===== config.mk =====
export PLATFORM = sky130hd
export DESIGN_NAME = brd_rst_seq
export DESIGN_NICKNAME = d
export VERILOG_FILES = /design/src/rtl/brd_rst_seq.sv
export SDC_FILE = /design/constraint.sdc
export NUM_CORES = 1
export LEC_CHECK = 0
export BUFFER_PORTS_ARGS = -buffer_cell sky130_fd_sc_hd__buf_4
export CAP_MARGIN = 20
export CORE_MARGIN = 3
export CORE_UTILIZATION = 62
export DETAILED_ROUTE_END_ITERATION = 12
export GPL_TIMING_DRIVEN = 0
export PLACE_DENSITY = 0.95
export REMOVE_ABC_BUFFERS = 1
export SLEW_MARGIN = 20
export SYNTH_ARGS = -nofsm -noshare
export SYNTH_HDL_FRONTEND = slang
export SYNTH_SLANG_ARGS = --single-unit

===== constraint.sdc =====
create_clock -name clk -period 5.95 [get_ports clk]
set_input_delay 1.4875 -clock clk [delete_from_list [all_inputs] [get_ports clk]]
set_output_delay 1.4875 -clock clk [all_outputs]
set_load 0.02 [all_outputs]

===== src/rtl/brd_rst_seq.sv =====
// Board reset sequencer.
// Holds the PLLs in reset, waits for every PLL to report lock (with a
// bounded retry budget), then releases the downstream domain resets one
// stage at a time. Loss of lock sends everything back to PLL reset;
// running out of retries parks the block in FAULT until soft_rst or rst_n.
// Optional build macro BRD_RST_SEQ_LOCK_FILTER_EN: while releasing or
// running, lock loss is acted on only after 4 consecutive low cycles of
// the synchronised lock, so shorter glitches are ignored. Lock waiting is
// unaffected by the macro.
module brd_rst_seq #(
  parameter int NUM_PLL      = 2,
  parameter int NUM_CH       = 4,
  parameter int PLL_RST_CYC  = 16,
  parameter int LOCK_TIMEOUT = 4096,
  parameter int STAGE_DLY    = 8,
  parameter int MAX_RETRY    = 3
) (
  input  logic               clk,
  input  logic               rst_n,
  input  logic [NUM_PLL-1:0] pll_lock,
  input  logic               soft_rst,
  output logic               pll_rst,
  output logic [NUM_CH-1:0]  ch_rst,
  output logic               all_ready,
  output logic               fault,
  output logic [3:0]         retry_cnt,
  output logic [2:0]         state
);

  typedef enum logic [2:0] {
    ST_PLL_RESET = 3'd0,
    ST_WAIT_LOCK = 3'd1,
    ST_RELEASE   = 3'd2,
    ST_RUN       = 3'd3,
    ST_FAULT     = 3'd4
  } state_t;

  // One shared cycle counter covers every timed phase, so it is sized for
  // the longest of them.
  localparam int REL_CYC = NUM_CH * STAGE_DLY;
  localparam int MAX_AB  = (PLL_RST_CYC > LOCK_TIMEOUT) ? PLL_RST_CYC : LOCK_TIMEOUT;
  localparam int CNT_MAX = (MAX_AB > REL_CYC) ? MAX_AB : REL_CYC;
  localparam int CNT_W   = $clog2(CNT_MAX + 1);

  state_t             state_reg, state_next;
  logic [CNT_W-1:0]   cnt_reg, cnt_next, cnt_inc;
  logic [3:0]         retry_reg, retry_next, retry_inc;
  logic [NUM_PLL-1:0] sync1_reg, sync2_reg;
  logic               lock_ok;
  logic               lock_lost;
  logic               pll_rst_reg, pll_rst_next;
  logic [NUM_CH-1:0]  ch_rst_reg, ch_rst_next;
  logic               all_ready_reg, all_ready_next;
  logic               fault_reg, fault_next;

  // Two-flop synchroniser on the raw, asynchronous lock inputs.
  always_ff @(posedge clk or negedge rst_n) begin
    if (!rst_n) begin
      sync1_reg <= '0;
      sync2_reg <= '0;
    end else begin
      sync1_reg <= pll_lock;
      sync2_reg <= sync1_reg;
    end
  end

  assign lock_ok = &sync2_reg;

`ifdef BRD_RST_SEQ_LOCK_FILTER_EN
  logic [1:0] lo_cnt_reg, lo_cnt_next;

  // Count consecutive low cycles of lock_ok, saturating at 3.
  always_comb begin
    lo_cnt_next = lo_cnt_reg;
    if (soft_rst || lock_ok) begin
      lo_cnt_next = 2'd0;
    end else if (lo_cnt_reg != 2'd3) begin
      lo_cnt_next = lo_cnt_reg + 2'd1;
    end
  end

  // Glitch-filter counter register.
  always_ff @(posedge clk or negedge rst_n) begin
    if (!rst_n) begin
      lo_cnt_reg <= 2'd0;
    end else begin
      lo_cnt_reg <= lo_cnt_next;
    end
  end

  // The current low cycle is the fourth in a row.
  assign lock_lost = !lock_ok && (lo_cnt_reg == 2'd3);
`else
  assign lock_lost = !lock_ok;
`endif

  assign cnt_inc   = (cnt_reg == '1) ? cnt_reg : cnt_reg + 1'b1;
  assign retry_inc = (retry_reg == 4'hF) ? retry_reg : retry_reg + 4'd1;

  // Next-state, counter and retry logic; soft_rst overrides everything.
  always_comb begin
    state_next = state_reg;
    cnt_next   = cnt_inc;
    retry_next = retry_reg;
    if (soft_rst) begin
      state_next = ST_PLL_RESET;
      cnt_next   = '0;
      retry_next = 4'd0;
    end else begin
      case (state_reg)
        ST_PLL_RESET: begin
          if (cnt_reg == CNT_W'(PLL_RST_CYC - 1)) begin
            state_next = ST_WAIT_LOCK;
            cnt_next   = '0;
          end
        end
        ST_WAIT_LOCK: begin
          // Timeout is checked first so it wins over a late lock.
          if (cnt_reg == CNT_W'(LOCK_TIMEOUT - 1)) begin
            retry_next = retry_inc;
            cnt_next   = '0;
            if (({1'b0, retry_reg} + 5'd1) < 5'(MAX_RETRY)) begin
              state_next = ST_PLL_RESET;
            end else begin
              state_next = ST_FAULT;
            end
          end else if (lock_ok) begin
            state_next = ST_RELEASE;
            cnt_next   = '0;
          end
        end
        ST_RELEASE: begin
          if (lock_lost) begin
            state_next = ST_PLL_RESET;
            cnt_next   = '0;
          end else if (cnt_reg == CNT_W'(REL_CYC - 1)) begin
            state_next = ST_RUN;
            cnt_next   = '0;
            retry_next = 4'd0;
          end
        end
        ST_RUN: begin
          cnt_next = '0;
          if (lock_lost) begin
            state_next = ST_PLL_RESET;
          end
        end
        ST_FAULT: begin
          cnt_next = '0;
        end
        default: begin
          state_next = ST_PLL_RESET;
          cnt_next   = '0;
        end
      endcase
    end
  end

  // Output values follow the state being entered, so the registered
  // outputs line up with the state register.
  always_comb begin
    pll_rst_next   = (state_next == ST_PLL_RESET) || (state_next == ST_FAULT);
    all_ready_next = (state_next == ST_RUN);
    fault_next     = (state_next == ST_FAULT);
  end

  // Channel gi is held until the release counter reaches (gi+1)*STAGE_DLY.
  genvar gi;
  generate
    for (gi = 0; gi < NUM_CH; gi++) begin : g_ch
      assign ch_rst_next[gi] = (state_next == ST_RELEASE) ?
                               (cnt_next < CNT_W'((gi + 1) * STAGE_DLY)) :
                               (state_next != ST_RUN);
    end
  endgenerate

  // FSM, counters and all output registers.
  always_ff @(posedge clk or negedge rst_n) begin
    if (!rst_n) begin
      state_reg     <= ST_PLL_RESET;
      cnt_reg       <= '0;
      retry_reg     <= 4'd0;
      pll_rst_reg   <= 1'b1;
      ch_rst_reg    <= '1;
      all_ready_reg <= 1'b0;
      fault_reg     <= 1'b0;
    end else begin
      state_reg     <= state_next;
      cnt_reg       <= cnt_next;
      retry_reg     <= retry_next;
      pll_rst_reg   <= pll_rst_next;
      ch_rst_reg    <= ch_rst_next;
      all_ready_reg <= all_ready_next;
      fault_reg     <= fault_next;
    end
  end

  assign pll_rst   = pll_rst_reg;
  assign ch_rst    = ch_rst_reg;
  assign all_ready = all_ready_reg;
  assign fault     = fault_reg;
  assign retry_cnt = retry_reg;
  assign state     = state_reg;

endmodule


Yosys cells after proc, flatten, opt, wreduce, memory -nomap -nowiden
Index checks and enable logic that the tools add are counted.
W data, S select, Z words.
{"block": "totals", "reg_bits": 31, "latchBits": 0, "ramBits": 0, "mem_bits_ro": 0, "in_bits": 5, "word_cells": 67, "memories": 0}
{"block": "classes", "n_addsub": 3, "n_mul": 0, "n_div": 0, "magnitude_cmp": 5, "eq_ne": 17, "shift": 0, "mux": 27, "bitwise_logic": 0, "n_reduce_logical": 6}
{"op": "$mux W13", "n": 7}
{"op": "$pmux W13 S3", "n": 1}
{"op": "$lt A13 B5 Y1 const B", "n": 2}
{"op": "$mux W3", "n": 8}
{"op": "$mux W4", "n": 5}
{"op": "$pmux W3 S5", "n": 1}
{"op": "$add A13 B1 Y13 const B", "n": 1}
{"op": "$eq A13 B12 Y1 const B", "n": 1}
{"op": "$eq A13 B13 Y1 const B", "n": 1}
{"op": "$eq A13 B4 Y1 const B", "n": 1}
{"op": "$eq A13 B5 Y1 const B", "n": 1}
{"op": "$lt A13 B4 Y1 const B", "n": 1}
{"op": "$lt A13 B6 Y1 const B", "n": 1}
{"op": "$eq A3 B2 Y1 const B", "n": 4}
{"op": "$ne A3 B3 Y1 const B", "n": 4}
{"op": "$pmux W4 S2", "n": 1}
{"op": "$eq A3 B3 Y1 const B", "n": 2}
{"op": "$logic_not A3 Y1", "n": 2}
{"op": "$add A4 B1 Y5 const B", "n": 1}
{"op": "$lt A5 B2 Y1 const B", "n": 1}
{"op": "$reduce_and A5 Y1", "n": 1}
{"op": "$add A4 B1 Y4 const B", "n": 1}
{"op": "$eq A4 B4 Y1 const B", "n": 1}
{"op": "$mux W1", "n": 4}
{"op": "5 further kinds", "n": 5}

Logic depth before layout (Yosys ltp)
{"block": "depth", "ltp_word": 8, "depth_mapped": 8, "mapped_depth_nobuf": 7}

Least setup slack after synthesis
No wires, ideal clock.
{"block": "synth_path", "kind": "input-to-reg", "from": "input soft_rst", "to": "register ch_rst_reg[2], in the netlist ch_rst[2]", "setup_ps": 86, "arrival_time_ps": 2552, "required_ps": 5864, "setup_slack_ps": 3312, "path_stages": 5, "cell_sequence": "nor3_1 > and4b_2 > or3_4 > or2_4 > o31ai_2"}
{"block": "synth_via", "elab_chain_cells": 3, "word_cells_on_any_way": 6, "cone_classes": "order compare (1); eq/ne (2); mux (3)"}
{"item": "from (decl)", "line_no": "21", "source": "input logic soft_rst,"}
{"item": "$mux W3 *", "line_no": "105", "source": "if (soft_rst) begin"}
{"item": "net state_next[0]", "line_no": "45", "source": "state_t state_reg, state_next;"}
{"item": "$ne A3 B2 Y1 or $eq A3 B2 Y1 (tied branches)", "line_no": "173, 171"}
{"item": "$mux W1 *", "line_no": "171", "source": "assign ch_rst_next[gi] = (state_next == ST_RELEASE) ?"}
{"item": "net ch_rst_next[2]", "line_no": "52", "source": "logic [NUM_CH-1:0] ch_rst_reg, ch_rst_next;"}
{"item": "to (signal assigned)", "line_no": "192", "source": "ch_rst_reg <= ch_rst_next;"}
{"item": "to (decl)", "line_no": "52"}
Mark *: on every way through the listed nets, which the timed path passes. The rest lies on a longest branch.
A chain may end at the register's enable or synchronous reset.

Worst setup path after layout
{"block": "layout_path", "from": "input soft_rst", "to": "register ch_rst_reg[2], in the netlist ch_rst[2]"}
{"block": "layout_via", "elab_chain_cells": 3, "word_cells_on_any_way": 6, "cone_classes": "order compare (1); eq/ne (2); mux (3)"}
{"item": "$mux W13 or $mux W3 (tied branches)", "line_no": "105"}
{"item": "$lt A13 B5 Y1, or another cell as far along", "line_no": "172", "source": "(cnt_next < CNT_W'((gi + 1) * STAGE_DLY)) :"}
{"item": "$mux W1 *", "line_no": "171"}
{"item": "net ch_rst_next[2]", "line_no": "52"}
Marks and branches as above.

==> report_table.html <==
<table>
<tr><th>Metric</th><th>Value</th></tr>
<tr><th colspan="2">Synth</th></tr>
<tr><td>Number of distinct standard cells referenced by the synthesized netlist</td><td>47</td></tr>
<tr><td>Post-Syn Area</td><td>approximately 1700 sq um</td></tr>
<tr><td>Asr flop ratio synth</td><td>1.00</td></tr>
<tr><td>Sequential fraction of the synthesis area</td><td>0.454</td></tr>
<tr><td>Fraction of post-synthesis cell area in the top cell type by area</td><td>0.378</td></tr>
<tr><td>Avg Inst Size Synth</td><td>9.73 sq um</td></tr>
<tr><td>Adder-cell share of the synthesized area</td><td>0.0145</td></tr>
<tr><td>Flop and latch count out of synthesis</td><td>31</td></tr>
<tr><td>Synth cell count leaders</td><td>dfrtp_1, nor2_1, nand2_1</td></tr>
<tr><td>EDFF count, synth</td><td>0</td></tr>
<tr><td>Largest area contributor in the synthesized netlist</td><td>dfrtp_1</td></tr>
<tr><td>Dominant combinational cell family by area after synthesis</td><td>simple AND/OR/NAND/NOR gates</td></tr>
<tr><td>Top FF cell, synth</td><td>dfrtp_1</td></tr>
<tr><td>Cell count after synthesis</td><td>177</td></tr>
<tr><td>Largest cells by area after synthesis</td><td>dfrtp_1, dfstp_2, nor2_1</td></tr>
<tr><td>Xor and xnor area share after synthesis</td><td>0.0407</td></tr>
<tr><td>Leading cell type by number of instances after synthesis</td><td>dfrtp_1</td></tr>
<tr><td>Mux cell area share after synthesis</td><td>0.0174</td></tr>
<tr><td>Post-synthesis compound-gate area fraction</td><td>0.160</td></tr>
<tr><td>YS warnings</td><td>0</td></tr>
<tr><td>Simple logic cell fraction of the synthesized area</td><td>0.257</td></tr>
<tr><th colspan="2">Timing</th></tr>
<tr><td>Final setup violation count</td><td>0</td></tr>
<tr><td>Count of endpoints failing hold in the final timing report</td><td>0</td></tr>
<tr><td>Share of the clock period used by the worst path after layout</td><td>0.453</td></tr>
<tr><td>Pins over their slew limit</td><td>0</td></tr>
<tr><td>Final critical delay including setup and external delays</td><td>2700 ps</td></tr>
<tr><td>Maximum operating frequency</td><td>371 MHz</td></tr>
<tr><td>Worst clock skew</td><td>12.8 ps</td></tr>
<tr><td>Headroom to the max-slew limit</td><td>0.475</td></tr>
<tr><td>Least-Margin Pin Slew</td><td>approximately 800 ps</td></tr>
<tr><td>WHS</td><td>369 ps</td></tr>
<tr><td>Aggregate negative setup slack</td><td>0 ps</td></tr>
<tr><td>Unrepaired setup endpoints after global routing</td><td>no</td></tr>
<tr><th colspan="2">Clock tree</th></tr>
<tr><td>H-tree Lvls</td><td>2</td></tr>
<tr><td>Hold-fix buffers at CTS</td><td>0</td></tr>
<tr><td>Buffer levels on the longest clock path</td><td>2</td></tr>
<tr><td>Clock-pin slew on the worst setup and hold paths</td><td>90 ps</td></tr>
<tr><td>Number of buffers added by the clock tree synthesis step</td><td>5</td></tr>
<tr><td>Post CTS Setup Buffer Count</td><td>0</td></tr>
<tr><td>Clock tree from TritonCTS</td><td>yes</td></tr>
<tr><td>Clock Root Buffer</td><td>clkbuf_4</td></tr>
<tr><td>Post-CTS resize count</td><td>0</td></tr>
<tr><td>Clock tree sinks</td><td>31</td></tr>
<tr><td>Clk_lat worst skew</td><td>~340 ps</td></tr>
<tr><th colspan="2">Floorplan</th></tr>
<tr><td>Top-Level Pins</td><td>19</td></tr>
<tr><td>Placeable core region</td><td>2570 sq um</td></tr>
<tr><td>DIE WIDTH</td><td>58.7 microns</td></tr>
<tr><td>Initial Utilization</td><td>0.671</td></tr>
<tr><td>Die Span Y</td><td>58.7 microns</td></tr>
<tr><td>Placement row count</td><td>18</td></tr>
<tr><td>Die area</td><td>3450 sq um</td></tr>
<tr><th colspan="2">Routing</th></tr>
<tr><td>First DRT Iteration DRCs</td><td>86</td></tr>
<tr><td>Via-per-instance ratio</td><td>6.79</td></tr>
<tr><td>Antenna Nets Post-Route</td><td>0</td></tr>
<tr><td>Final routed wirelength across all metal layers</td><td>4050 microns</td></tr>
<tr><td>Number of vias in the routed layout</td><td>1514</td></tr>
<tr><td>First-pass detailed-route iteration total</td><td>5</td></tr>
<tr><td>Number of DRC violations after detailed routing</td><td>0</td></tr>
<tr><td>Routed wire per std cell</td><td>roughly 18 microns</td></tr>
<tr><th colspan="2">Cells and area</th></tr>
<tr><td>Multi-input gate area</td><td>between 800 and 900 sq um</td></tr>
<tr><td>Share of post-route cells with drive strength above 1</td><td>0.233</td></tr>
<tr><td>Layout Cells excl Fill</td><td>223</td></tr>
<tr><td>Diode insertion count for antenna repair</td><td>0</td></tr>
<tr><td>Synthesis-to-finish area growth</td><td>9.88%</td></tr>
<tr><td>Final std cell area, no fill</td><td>roughly 1900 sq um</td></tr>
<tr><td>FILL cells</td><td>197</td></tr>
<tr><td>Net count reported at finish</td><td>between 150 and 200</td></tr>
<tr><td>Largest register FFs</td><td>13</td></tr>
<tr><td>Reg area</td><td>782 sq um</td></tr>
<tr><th colspan="2">Power and ir drop</th></tr>
<tr><td>Total power after layout</td><td>approximately 370 uW</td></tr>
<tr><td>P per Cell Area</td><td>198 nW/um^2</td></tr>
<tr><td>Maximum vdd drop</td><td>0.215 mV</td></tr>
<tr><td>Static Leak</td><td>0.828 nW</td></tr>
<tr><th colspan="2">Placement</th></tr>
<tr><td>Placement Cell Area</td><td>about 1800 sq um</td></tr>
<tr><td>Count of placed standard cells including taps</td><td>215</td></tr>
<tr><td>Final HPWL from detailed placement</td><td>2830 microns</td></tr>
<tr><td>Count of input and output buffers</td><td>18</td></tr>
<tr><td>Final GP Congestion</td><td>0.884</td></tr>
<tr><th colspan="2">Global routing</th></tr>
<tr><td>Wire length of the first global-routing pass</td><td>6830 microns</td></tr>
<tr><td>Total global routing track utilization</td><td>0.264</td></tr>
<tr><td>Initial antenna violation count</td><td>0</td></tr>
<tr><td>Largest net degree at the start of global routing</td><td>32</td></tr>
<tr><td>Via count of the first global-routing pass</td><td>1527</td></tr>
<tr><td>Total congestion overflow after global routing</td><td>0</td></tr>
<tr><th colspan="2">Worst setup path</th></tr>
<tr><td>Required time reported for the critical path endpoint</td><td>6190 ps</td></tr>
<tr><td>Crit Path Max Fanout</td><td>16</td></tr>
<tr><td>Kind of start point of the critical path</td><td>input port</td></tr>
<tr><td>Start-to-end type of the worst setup path</td><td>in -&gt; reg</td></tr>
<tr><td>Signal arrival time at the worst endpoint</td><td>2940 ps</td></tr>
<tr><td>Critical path capture point type</td><td>flip-flop</td></tr>
<tr><th colspan="2">Run status</th></tr>
<tr><td>Result of the run</td><td>finished clean</td></tr>
<tr><th colspan="2">Job</th></tr>
<tr><td>Number of maximum-capacitance violations</td><td>0</td></tr>
<tr><th colspan="2">Min path</th></tr>
<tr><td>Class of the worst hold path</td><td>reg -&gt; reg</td></tr>
</table>
-- power by group --
| group | leakage (nW) | internal [mW] | total (mW) | switching (mW) |
|---|---|---|---|---|
| logic | 0.385 | 0.00462 | 0.0154 | 0.0108 |
| clock network | 0.0386 | 0.0695 | 0.142 | 0.0727 |
| registers | 0.404 | 0.214 | 0.216 | 0.00256 |
-- through the flow --
step / setup slack (ps) / util
finish: 3250 / 0.737
global route: 3120 / 0.737
CTS: 3260 / 0.737
detailed placement: 2900 / 0.710
global placement: 2730 / 0.708
floorplan: 3150 / -
-- placed cells by master (no fill, tap or decap), types with 6 or more instances in the layout --
master / Yosys / layout
buf_4: 0 / 18
o21ai_0: 11 / 11
dfrtp_1: 26 / 26
a21oi_1: 7 / 7
nand2_1: 13 / 13
xor2_1: 6 / 6
nand3_1: 9 / 9
nand4_1: 6 / 6
nor2_1: 21 / 21
-- cell type report --
type                    instances  share of cell area
clock buffers                   8              0.0364
inverters                       5             0.00992
multi-input cells             131               0.449
flip-flops and latches         31               0.413
well taps                      30              0.0198
repair buffers                 18              0.0714
-- kinds of logic (layout without fill, tap and decap cells) --
logic type / count (synthesis) / in the layout
muxes: 3 / 3
xor gates and xnor gates: 8 / 8
and+or+nand+nor: 77 / 77
buffers and inverters: 15 / 31
DFF: 31 / 31
adders and majority gates: 2 / 2
AOI/OAI and AO/OA: 41 / 41
-- metal layers --
layer,track usage,vias up,part of all wire
met1,0.294,728,0.37
met5,0,-,0
met2,0.448,84,0.51
met4,0.120,0,0.036
li1,-,678,-
met3,0.0965,24,0.077
-- critical path, cell delays in order --
cell	delay [ps]
buf_4	120
nor3_1	60
nand2_1	100
nor3_2	50
a31oi_2	640
nor2_1	180
o31ai_2	290
-- worst paths after layout --
path	slack, ps	cells past startpoint	from	endpoint
max in group asynchronous	4560	1	rst_n	pll_rst
hold / removal	370	0	sync1_reg[0]	sync2_reg[0]
hold reg to reg	370	0	sync1_reg[0]	sync2_reg[0]
setup / recovery	3250	7	soft_rst	ch_rst[2]
setup reg to reg	3300	5	cnt_reg[5]	ch_rst[2]
min in group asynchronous	1060	1	rst_n	retry_cnt[2]
Power figures use the tool's default switching activity.
